## src/rtl/cache_ctrl.sv

```systemverilog
// Cache controller: read lookup with miss fill, write-update/write-through.
// One FSM with registered outputs and saturating hit/miss counters.
module cache_ctrl #(
   parameter int ADDR_WIDTH = 10,
   parameter int DATA_WIDTH = 16
) (
   input  logic                  clk,
   input  logic                  reset,
   input  logic                  cpu_req,
   input  logic                  cpu_we,
   input  logic [ADDR_WIDTH-1:0] cpu_addr,
   input  logic [DATA_WIDTH-1:0] cpu_wdata,
   output logic                  cpu_ready,
   output logic                  cpu_done,
   output logic [DATA_WIDTH-1:0] cpu_rdata,
   output logic [ADDR_WIDTH-1:0] cache_addr,
   output logic [DATA_WIDTH-1:0] cache_wdata,
   output logic                  cache_we,
   output logic                  cache_re,
   input  logic                  cache_hit,
   input  logic [DATA_WIDTH-1:0] cache_rdata,
   output logic                  mem_req,
   output logic                  mem_we,
   output logic [ADDR_WIDTH-1:0] mem_addr,
   output logic [DATA_WIDTH-1:0] mem_wdata,
   input  logic                  mem_ack,
   input  logic [DATA_WIDTH-1:0] mem_rdata,
   output logic [15:0]           hit_count,
   output logic [15:0]           miss_count
);

   typedef enum logic [2:0] {
      IDLE, LOOKUP, CHECK, MEM_RD, FILL, WR_CACHE, MEM_WR, DONE
   } state_t;

   state_t                state;
   logic [ADDR_WIDTH-1:0] addr_q;
   logic [DATA_WIDTH-1:0] wdata_q;
   logic [DATA_WIDTH-1:0] data_q;

   // Outputs are set for the state being entered, so they are pure flops.
   always_ff @(posedge clk) begin
      if (reset) begin
         state       <= IDLE;
         addr_q      <= '0;
         wdata_q     <= '0;
         data_q      <= '0;
         hit_count   <= '0;
         miss_count  <= '0;
         cpu_ready   <= 1'b1;
         cpu_done    <= 1'b0;
         cpu_rdata   <= '0;
         cache_addr  <= '0;
         cache_wdata <= '0;
         cache_we    <= 1'b0;
         cache_re    <= 1'b0;
         mem_req     <= 1'b0;
         mem_we      <= 1'b0;
         mem_addr    <= '0;
         mem_wdata   <= '0;
      end else begin
         cpu_ready   <= 1'b0;
         cpu_done    <= 1'b0;
         cpu_rdata   <= '0;
         cache_addr  <= '0;
         cache_wdata <= '0;
         cache_we    <= 1'b0;
         cache_re    <= 1'b0;
         mem_req     <= 1'b0;
         mem_we      <= 1'b0;
         mem_addr    <= '0;
         mem_wdata   <= '0;
         unique case (state)
            IDLE: begin
               if (cpu_req) begin
                  addr_q     <= cpu_addr;
                  wdata_q    <= cpu_wdata;
                  cache_addr <= cpu_addr;
                  if (cpu_we) begin
                     state       <= WR_CACHE;
                     cache_we    <= 1'b1;
                     cache_wdata <= cpu_wdata;
                  end else begin
                     state    <= LOOKUP;
                     cache_re <= 1'b1;
                  end
               end else begin
                  cpu_ready <= 1'b1;
               end
            end
            LOOKUP: state <= CHECK;
            CHECK: begin
               if (cache_hit) begin
                  state     <= DONE;
                  data_q    <= cache_rdata;
                  cpu_done  <= 1'b1;
                  cpu_rdata <= cache_rdata;
                  if (hit_count != 16'hFFFF)
                     hit_count <= hit_count + 16'd1;
               end else begin
                  state    <= MEM_RD;
                  mem_req  <= 1'b1;
                  mem_addr <= addr_q;
                  if (miss_count != 16'hFFFF)
                     miss_count <= miss_count + 16'd1;
               end
            end
            MEM_RD: begin
               if (mem_ack) begin
                  state       <= FILL;
                  data_q      <= mem_rdata;
                  cache_we    <= 1'b1;
                  cache_addr  <= addr_q;
                  cache_wdata <= mem_rdata;
               end else begin
                  mem_req  <= 1'b1;
                  mem_addr <= addr_q;
               end
            end
            FILL: begin
               state     <= DONE;
               cpu_done  <= 1'b1;
               cpu_rdata <= data_q;
            end
            WR_CACHE: begin
               state     <= MEM_WR;
               mem_req   <= 1'b1;
               mem_we    <= 1'b1;
               mem_addr  <= addr_q;
               mem_wdata <= wdata_q;
            end
            MEM_WR: begin
               if (mem_ack) begin
                  state    <= DONE;
                  cpu_done <= 1'b1;
               end else begin
                  mem_req   <= 1'b1;
                  mem_we    <= 1'b1;
                  mem_addr  <= addr_q;
                  mem_wdata <= wdata_q;
               end
            end
            DONE: begin
               state     <= IDLE;
               cpu_ready <= 1'b1;
            end
            default: begin
               state     <= IDLE;
               cpu_ready <= 1'b1;
            end
         endcase
      end
   end

endmodule

```

## config.mk

```make
export PLATFORM = sky130hd
export DESIGN_NAME = cache_ctrl
export DESIGN_NICKNAME = d
export VERILOG_FILES = /design/src/rtl/cache_ctrl.sv
export SDC_FILE = /design/constraint.sdc
export NUM_CORES = 1
export LEC_CHECK = 0
export CORE_ASPECT_RATIO = 0.9
export CORE_MARGIN = 10
export CORE_UTILIZATION = 45
export DETAILED_ROUTE_END_ITERATION = 12
export PLACE_DENSITY = 0.82
export REMOVE_ABC_BUFFERS = 1
export SYNTH_ARGS = -nofsm -noshare
export SYNTH_HDL_FRONTEND = slang
export SYNTH_SLANG_ARGS = --single-unit
```

## constraint.sdc

```tcl
create_clock -name clk -period 3.6 [get_ports clk]
set_input_delay 0.54 -clock clk [delete_from_list [all_inputs] [get_ports clk]]
set_output_delay 0.54 -clock clk [all_outputs]
set_load 0.01 [all_outputs]
```

==> insert_results.sql, run 1 <==
INSERT INTO impl_metrics (metric_group, metric, value, unit) VALUES
('setup_path', 'critical-path-slowest-cell', 'or4b_1', ''),
('sta', 'final-max-slew-violation-count', '0', ''),
('power_and_ir_drop', 'sequentialPowerShare', '44.2', '%'),
('die', 'floorplan.io_pins', '170', ''),
('layout', 'syn2layout_area_growth', '41.6', '%'),
('logic_synthesis', 'yosys_register_bits', '151', ''),
('layout', 'fillers', '1012', ''),
('layout', 'nNetsFinal', '861', ''),
('sta', 'fin_tns_setup', '0', 'ps'),
('layout', 'drive_gt1_share', '8.17', '%'),
('placement', 'dp_cells', '940', ''),
('die', 'fp.coreArea', '12700', 'µm²'),
('power_and_ir_drop', 'power_switching_share', '25.5', '%'),
('global_route', 'antenna_found_initial', '1', ''),
('logic_synthesis', 'synth.mux.area_fraction', '6.37', '%'),
('global_route', 'grt_start_max_net_pins', '56', ''),
('clocking', 'cts_tree', 'done', ''),
('clocking', 'clk_path_buf_depth', '2', ''),
('detailed_routing', 'drt-pass1-iter-count', '5', ''),
('power_and_ir_drop', 'power.share.combinational', '12.7', '%'),
('power_and_ir_drop', 'powerDensity', '493', 'nW/µm²'),
('clocking', 'cts_htree_levels', '4', ''),
('die', 'floorplan.die.width', '140', 'µm'),
('sta', 'total_count_of_hold_check_failures_in_the_final_report', '0', ''),
('setup_path', 'startpoint_type', 'input port', ''),
('detailed_routing', 'routed_wl', '17.3', 'mm'),
('detailed_routing', 'route.detailed.wl_per_inst', '17.8', 'µm'),
('setup_path', 'critical_path.max_stage_delay', '700', 'ps'),
('detailed_routing', 'vias', '5326', ''),
('power_and_ir_drop', 'power_switching', '1.03', 'mW'),
('logic_synthesis', 'synth_enable_flop_cells', '0', ''),
('detailed_routing', 'antenna_violating_nets_post_route', '0', ''),
('logic_synthesis', 'syn_inst', '641', ''),
('die', 'fp.dieH', '128', 'µm'),
('sta', 'normalized_max_slew_margin', '24.9', '%'),
('sta', 'timing_worst_slew_pin_value', '1120', 'ps'),
('logic_synthesis', 'synth_common_cells', 'dfxtp_1, nand2_1, nor2_1', ''),
('logic_synthesis', 'syn-cell-area', '5810', 'µm²'),
('clocking', 'clkTransAtPathRegs', '60', 'ps'),
('clocking', 'cts_made_buffers', '17', ''),
('logic_synthesis', 'synth_xor_area_share', '0.151', '%'),
('die', 'row_count', '39', ''),
('logic_synthesis', 'cell_with_the_most_instances_after_synthesis', 'dfxtp_1', ''),
('sta', 'grt_setup_unrepaired', 'no', ''),
('sta', 'finalSetupViolCount', '0', ''),
('power_and_ir_drop', 'power.ir.vdd_worst', '0.297', 'mV'),
('global_route', 'gr-usage-all-layers', '18.7', '%'),
('logic_synthesis', 'synthTopCellsByArea', 'dfxtp_1, nand2_1, a21oi_1', ''),
('logic_synthesis', 'yosys.area.top_type', 'dfxtp_1', ''),
('clocking', 'holdBufCountCts', '0', ''),
('layout', 'final-instance-count-excl-fill', '972', ''),
('logic_synthesis', 'synthFlopType', 'dfxtp_1', ''),
('logic_synthesis', 'yosys.area_share.simple', '23.4', '%'),
('setup_path', 'cp_max_fo', '12', ''),
('sta', 'timing.final.crit_share', '71.2', '%'),
('run_status', 'outcome', 'finished, final reports clean', ''),
('worst_hold_path', 'hold_path.class', 'flip-flop to flip-flop', ''),
('global_route', 'first_global_vias', '5264', ''),
('die', 'fp.dieArea', '17900', 'µm²'),
('power_and_ir_drop', 'p_leak', '3.00', 'nW'),
('job', 'max_cap_violations', '0', ''),
('logic_synthesis', 'postSynth.asyncResetShare', '0', '%'),
('detailed_routing', 'number_of_design_rule_violations_left_by_the_first_detailed_router_iteration', '298', ''),
('power_and_ir_drop', 'p_int', '3.02', 'mW'),
('power_and_ir_drop', 'clk_pwr_share', '43.1', '%'),
('detailed_routing', 'drt_drc_violations_left', '0', ''),
('setup_path', 'cp_data_required_time', '3940', 'ps'),
('clocking', 'cts.sinks', '151', ''),
('setup_path', 'timing_worst_setup_path_type', 'input port to flip-flop', ''),
('clocking', 'worst_skew_pair.late_latency', '420', 'ps'),
('setup_path', 'cpLargestDelayFamily', 'simple AND/OR/NAND/NOR gates', '');
-- worst paths after layout --
path,startpoint,end,slack (ps),depth (start not counted)
worst min register to register,wdata_q[0],wdata_q[0],450,2
worst min-delay path,wdata_q[0],wdata_q[0],450,2
worst max-delay path,cache_hit,miss_count[11],1040,5
worst max register to register,state[2],miss_count[11],1350,4
-- registers in the layout, indices dropped and copies added (netlist names) --
register / count
data_q: 16
mem_wdata: 16
cpu_ready: 1
cache_addr: 10
hit_count: 16
wdata_q: 16
miss_count: 16
mem_req: 1
mem_we: 1
cache_we: 1
cache_re: 1
cpu_done: 1
cache_wdata: 16
cpu_rdata: 16
state: 3
addr_q: 10
mem_addr: 10
-- worst reg2reg max path, stage by stage, from the launching register on --
cell and delay, ps:
dfxtp_1 310, or4b_1 710, or4_1 640, or3_1 370
a21oi_1 150
-- cell usage in the layout, fill, tap and decap left out, drive strengths merged, types with 5 or more instances in the layout --
cell and count:
clkdlybuf4s50 168, a21oi 56, nor4 11, a211oi 20, nand2 77, buf 11
a22oi 32, nand3 14, mux2i 19, nand4 7, nor2 71, inv 8
and2 31, or4 5, nor3 15, mux2 16, clkbuf 19, dfxtp 151
nor2b 19, clkinv 8
-- per-stage QoR --
stage | power (mW) | worst slack [ps] | utilization [%] | cell area (µm²) | hold slack, ps
2_1_floorplan | 2.08 | 433 | - | 5640 | 426
3_3_place_gp | 2.32 | 668 | 60.3 | 7640 | 436
3_5_place_dp | 2.34 | 600 | 60.3 | 7640 | 440
4_1_cts | 4.09 | 1060 | 64.9 | 8230 | 451
5_1_grt | 4.22 | 955 | 64.9 | 8230 | 464
6_report | 4.06 | 1040 | 64.9 | 8230 | 449
-- power groups by stage --
stage	clock network [mW]	logic, mW	registers, mW
floorplan	0	0.225	1.85
finish	1.75	0.517	1.79
CTS	1.78	0.520	1.79
detailed placement	0	0.516	1.83
global placement	0	0.501	1.82
global route	1.85	0.571	1.80
-- area by class of cell --
| type | instances | share of cell area [%] |
|---|---|---|
| Multi-Input combinational cell | 441 | 32.0 |
| Timing Repair Buffer | 179 | 21.4 |
| Sequential cell | 151 | 36.7 |
| Tap cell | 164 | 2.49 |
| Clock buffer | 19 | 5.38 |
| Inverter | 5 | 0.228 |
| Clock inverter | 13 | 1.76 |
-- routing by layer --
metal	share of wire [%]	global-route usage (%)	vias up
li1	-	-	2561
met1	41	21.6	2509
met2	47	29.9	230
met3	9.6	8.00	26
met4	2.5	8.07	0
met5	0	0	-
-- logic make-up after synthesis --
logic type,Yosys count
flops,151
xor+xnor,1
simple gates,274
fa+ha+maj,2
mux,35
compound gates,129
buf+inv,49
Note: power is estimated with default switching activity, not from simulation.
==> inputs of run 2 (changes only) <==
--- a/config.mk
+++ b/config.mk
@@ -7,7 +7,7 @@
 export LEC_CHECK = 0
 export CORE_ASPECT_RATIO = 0.9
 export CORE_MARGIN = 10
-export CORE_UTILIZATION = 45
+export CORE_UTILIZATION = 43
 export DETAILED_ROUTE_END_ITERATION = 12
 export PLACE_DENSITY = 0.82
 export REMOVE_ABC_BUFFERS = 1
==> constraint.sdc (replaced) <==
create_clock -name clk -period 2.2 [get_ports clk]
set_input_delay 0.33 -clock clk [delete_from_list [all_inputs] [get_ports clk]]
set_output_delay 0.33 -clock clk [all_outputs]
set_load 0.01 [all_outputs]
==> insert_results.sql, run 2 (synthesis results as in run 1) <==
INSERT INTO impl_metrics (metric_group, metric, value, unit) VALUES
('run_status', 'outcome', 'finished, final reports clean', ''),
('setup_path', 'critical-path-slowest-cell', 'or4_1', ''),
('sta', 'fin_tns_setup', '0', 'ps'),
('setup_path', 'worst-r2r-setup-slack', '150', 'ps'),
('layout', 'syn2layout_area_growth', '44.1', '%'),
('die', 'initial_utilization', '43.7', '%'),
('clocking', 'cts.sinks', '151', ''),
('detailed_routing', 'drt-pass1-iter-count', '4', ''),
('setup_path', 'startpoint', 'state[2]', ''),
('setup_path', 'rr_worst_depth', '4', ''),
('sta', 'maxClockFrequency', '0.487', 'GHz'),
('worst_hold_path', 'hold_path.class', 'input port to flip-flop', ''),
('power_and_ir_drop', 'p_int', '5.00', 'mW'),
('die', 'row_count', '40', ''),
('setup_path', 'timing_worst_setup_path_type', 'flip-flop to flip-flop', ''),
('job', 'max_cap_violations', '0', ''),
('layout', 'postLayoutCoreUtil', '62.9', '%'),
('placement', 'hpwl_dp', '11.9', 'mm'),
('die', 'fp.coreArea', '13300', 'µm²'),
('detailed_routing', 'number_of_design_rule_violations_left_by_the_first_detailed_router_iteration', '362', ''),
('die', 'fp.dieH', '130', 'µm'),
('sta', 'grt_setup_unrepaired', 'no', ''),
('global_route', 'first_global_vias', '5117', ''),
('global_route', 'antenna_found_initial', '2', ''),
('detailed_routing', 'antenna_violating_nets_post_route', '0', ''),
('clocking', 'cts_root_buffer', 'clkbuf_16', ''),
('layout', 'layout.area.seq', '3020', 'µm²'),
('setup_path', 'critical_path.endpoint_type', 'flip-flop', ''),
('power_and_ir_drop', 'p_leak', '3.07', 'nW'),
('setup_path', 'cp_data_required_time', '2550', 'ps'),
('layout', 'final_cell_mix', 'clkdlybuf4s50_1, dfxtp_1, nand2_1, nor2_1, a21oi_1', ''),
('layout', 'post-route-cell-area', '8380', 'µm²'),
('sta', 'fin_hold_ws', '334', 'ps'),
('die', 'floorplan.io_pins', '170', ''),
('clocking', 'cts_tree', 'done', ''),
('clocking', 'clk_path_buf_depth', '2', ''),
('setup_path', 'cpLargestDelayFamily', 'simple AND/OR/NAND/NOR gates', ''),
('sta', 'timing_worst_slew_pin_value', '618', 'ps'),
('setup_path', 'regToRegEndpoint', 'miss_count[11]', ''),
('die', 'fp.dieArea', '18600', 'µm²'),
('setup_path', 'timing.rr.start', 'state[2]', ''),
('die', 'floorplan.die.width', '143', 'µm'),
('layout', 'drive_gt1_share', '9.82', '%'),
('setup_path', 'cp_max_fo', '4', ''),
('setup_path', 'startpoint_type', 'flip-flop', ''),
('sta', 'final_period_minus_worst_setup_slack', '2050', 'ps'),
('power_and_ir_drop', 'power.ir.vdd_worst', '0.520', 'mV'),
('sta', 'finalSetupViolCount', '0', ''),
('power_and_ir_drop', 'total_power', '6.63', 'mW'),
('placement', 'gp_congestion', '0.904', ''),
('detailed_routing', 'vias', '5270', ''),
('layout', 'multi_input_comb_area', '2630', 'µm²'),
('setup_path', 'cp.arrival', '2400', 'ps'),
('layout', 'diodes', '0', ''),
('setup_path', 'ordered_cell_list_for_the_critical_path', 'or4b_1 > or4_1 > or3_1 > a21oi_1', ''),
('clocking', 'clkTransAtPathRegs', '60', 'ps'),
('placement', 'placement.io_buffers', '169', ''),
('setup_path', 'worstSetupEndpoint', 'miss_count[11]', ''),
('detailed_routing', 'drt_drc_violations_left', '0', ''),
('detailed_routing', 'avgViaCountPerCell', '5.31', ''),
('setup_path', 'critical_path_buf_inv_count', '0', ''),
('global_route', 'leftover_overflow_at_the_end_of_global_routing', '0', ''),
('setup_path', 'crit_cells', '4', ''),
('clocking', 'post_cts_resize_count', '0', ''),
('global_route', 'grt_start_max_net_pins', '70', ''),
('placement', 'placedInstanceArea', '7800', 'µm²'),
('layout', 'fillers', '1130', ''),
('placement', 'dpl_worst_slack', '-221', 'ps'),
('sta', 'normalized_max_slew_margin', '58.8', '%'),
('clocking', 'cts_htree_levels', '4', ''),
('layout', 'final-instance-count-excl-fill', '993', ''),
('layout', 'nNetsFinal', '879', ''),
('detailed_routing', 'routed_wl', '17.0', 'mm'),
('clocking', 'cts_setup_buffers', '0', ''),
('power_and_ir_drop', 'power_switching', '1.64', 'mW'),
('power_and_ir_drop', 'clk_pwr_share', '42.8', '%'),
('power_and_ir_drop', 'power_switching_share', '24.7', '%'),
('power_and_ir_drop', 'power.share.combinational', '13.1', '%'),
('sta', 'finalClockSkew', '10.7', 'ps'),
('global_route', 'grt_pass1_wl', '26.4', 'mm'),
('placement', 'dp_cells', '962', ''),
('clocking', 'worst_skew_pair.late_latency', '420', 'ps'),
('global_route', 'gr-usage-all-layers', '18.0', '%'),
('power_and_ir_drop', 'sequentialPowerShare', '44.1', '%'),
('sta', 'total_count_of_hold_check_failures_in_the_final_report', '0', ''),
('sta', 'final-max-slew-violation-count', '0', ''),
('layout', 'layout_commonest_cell', 'clkdlybuf4s50_1', ''),
('sta', 'finalWorstSetupSlack', '147', 'ps'),
('sta', 'timing.final.crit_share', '93.3', '%'),
('setup_path', 'critical_path.max_stage_delay', '590', 'ps'),
('clocking', 'cts_made_buffers', '17', ''),
('clocking', 'holdBufCountCts', '0', ''),
('detailed_routing', 'route.detailed.wl_per_inst', '17.1', 'µm'),
('power_and_ir_drop', 'powerDensity', '791', 'nW/µm²');
## run 2: cell count changes in the layout (fill, tap and decap cells not counted)
cell | previous run | this run
clkbuf_8 | 1 | 2
clkinvlp_4 | 0 | 3
buf_4 | 11 | 28
clkinv_2 | 3 | 0
clkinv_4 | 5 | 1
clkbuf_1 | 1 | 3
buf_12 | 0 | 1
## run 2: layer usage
| layer | vias to the layer above | global-route usage, % | wire length, µm |
|---|---|---|---|
| met1 | 2469 | 21.6 | 7500 |
| met3 | 22 | 6.03 | 1230 |
| met4 | 2 | 6.42 | 294 |
| met2 | 164 | 29.5 | 7930 |
| met5 | - | 0 | 8 |
| li1 | 2613 | - | - |
## run 2: layout make-up
type | count | area share [%]
clock buffers | 22 | 5.54
clock inverters | 9 | 1.40
inverters | 5 | 0.224
multi-input cells | 441 | 31.4
flip-flops and latches | 151 | 36.1
well taps | 168 | 2.51
repair buffers | 197 | 22.8
## run 2: how the worst min path moves through the flow
stage	start	endpoint	slack, ps	depth (start not counted)
floorplan	reset	addr_q[0]	400	1
global placement	wdata_q[15]	mem_wdata[15]	430	1
detailed placement	wdata_q[4]	mem_wdata[4]	440	1
CTS	reset	state[2]	320	2
global route	reset	miss_count[8]	340	2
finish	reset	miss_count[8]	330	2
## run 2: power by group through the flow
stage               logic (mW)  clock network [mW]  registers (mW)
global placement         0.860                   0            2.98
detailed placement       0.868                   0            2.98
finish                   0.870                2.84            2.93
floorplan                0.369                   0            3.03
CTS                      0.876                2.89            2.93
global route             0.960                3.01            2.94
## run 2: worst reg2reg max path, stage by stage (launching register included)
cell and delay [ps]:
dfxtp_1 310, or4b_1 570, or4_1 590, or3_1 370
a21oi_1 140
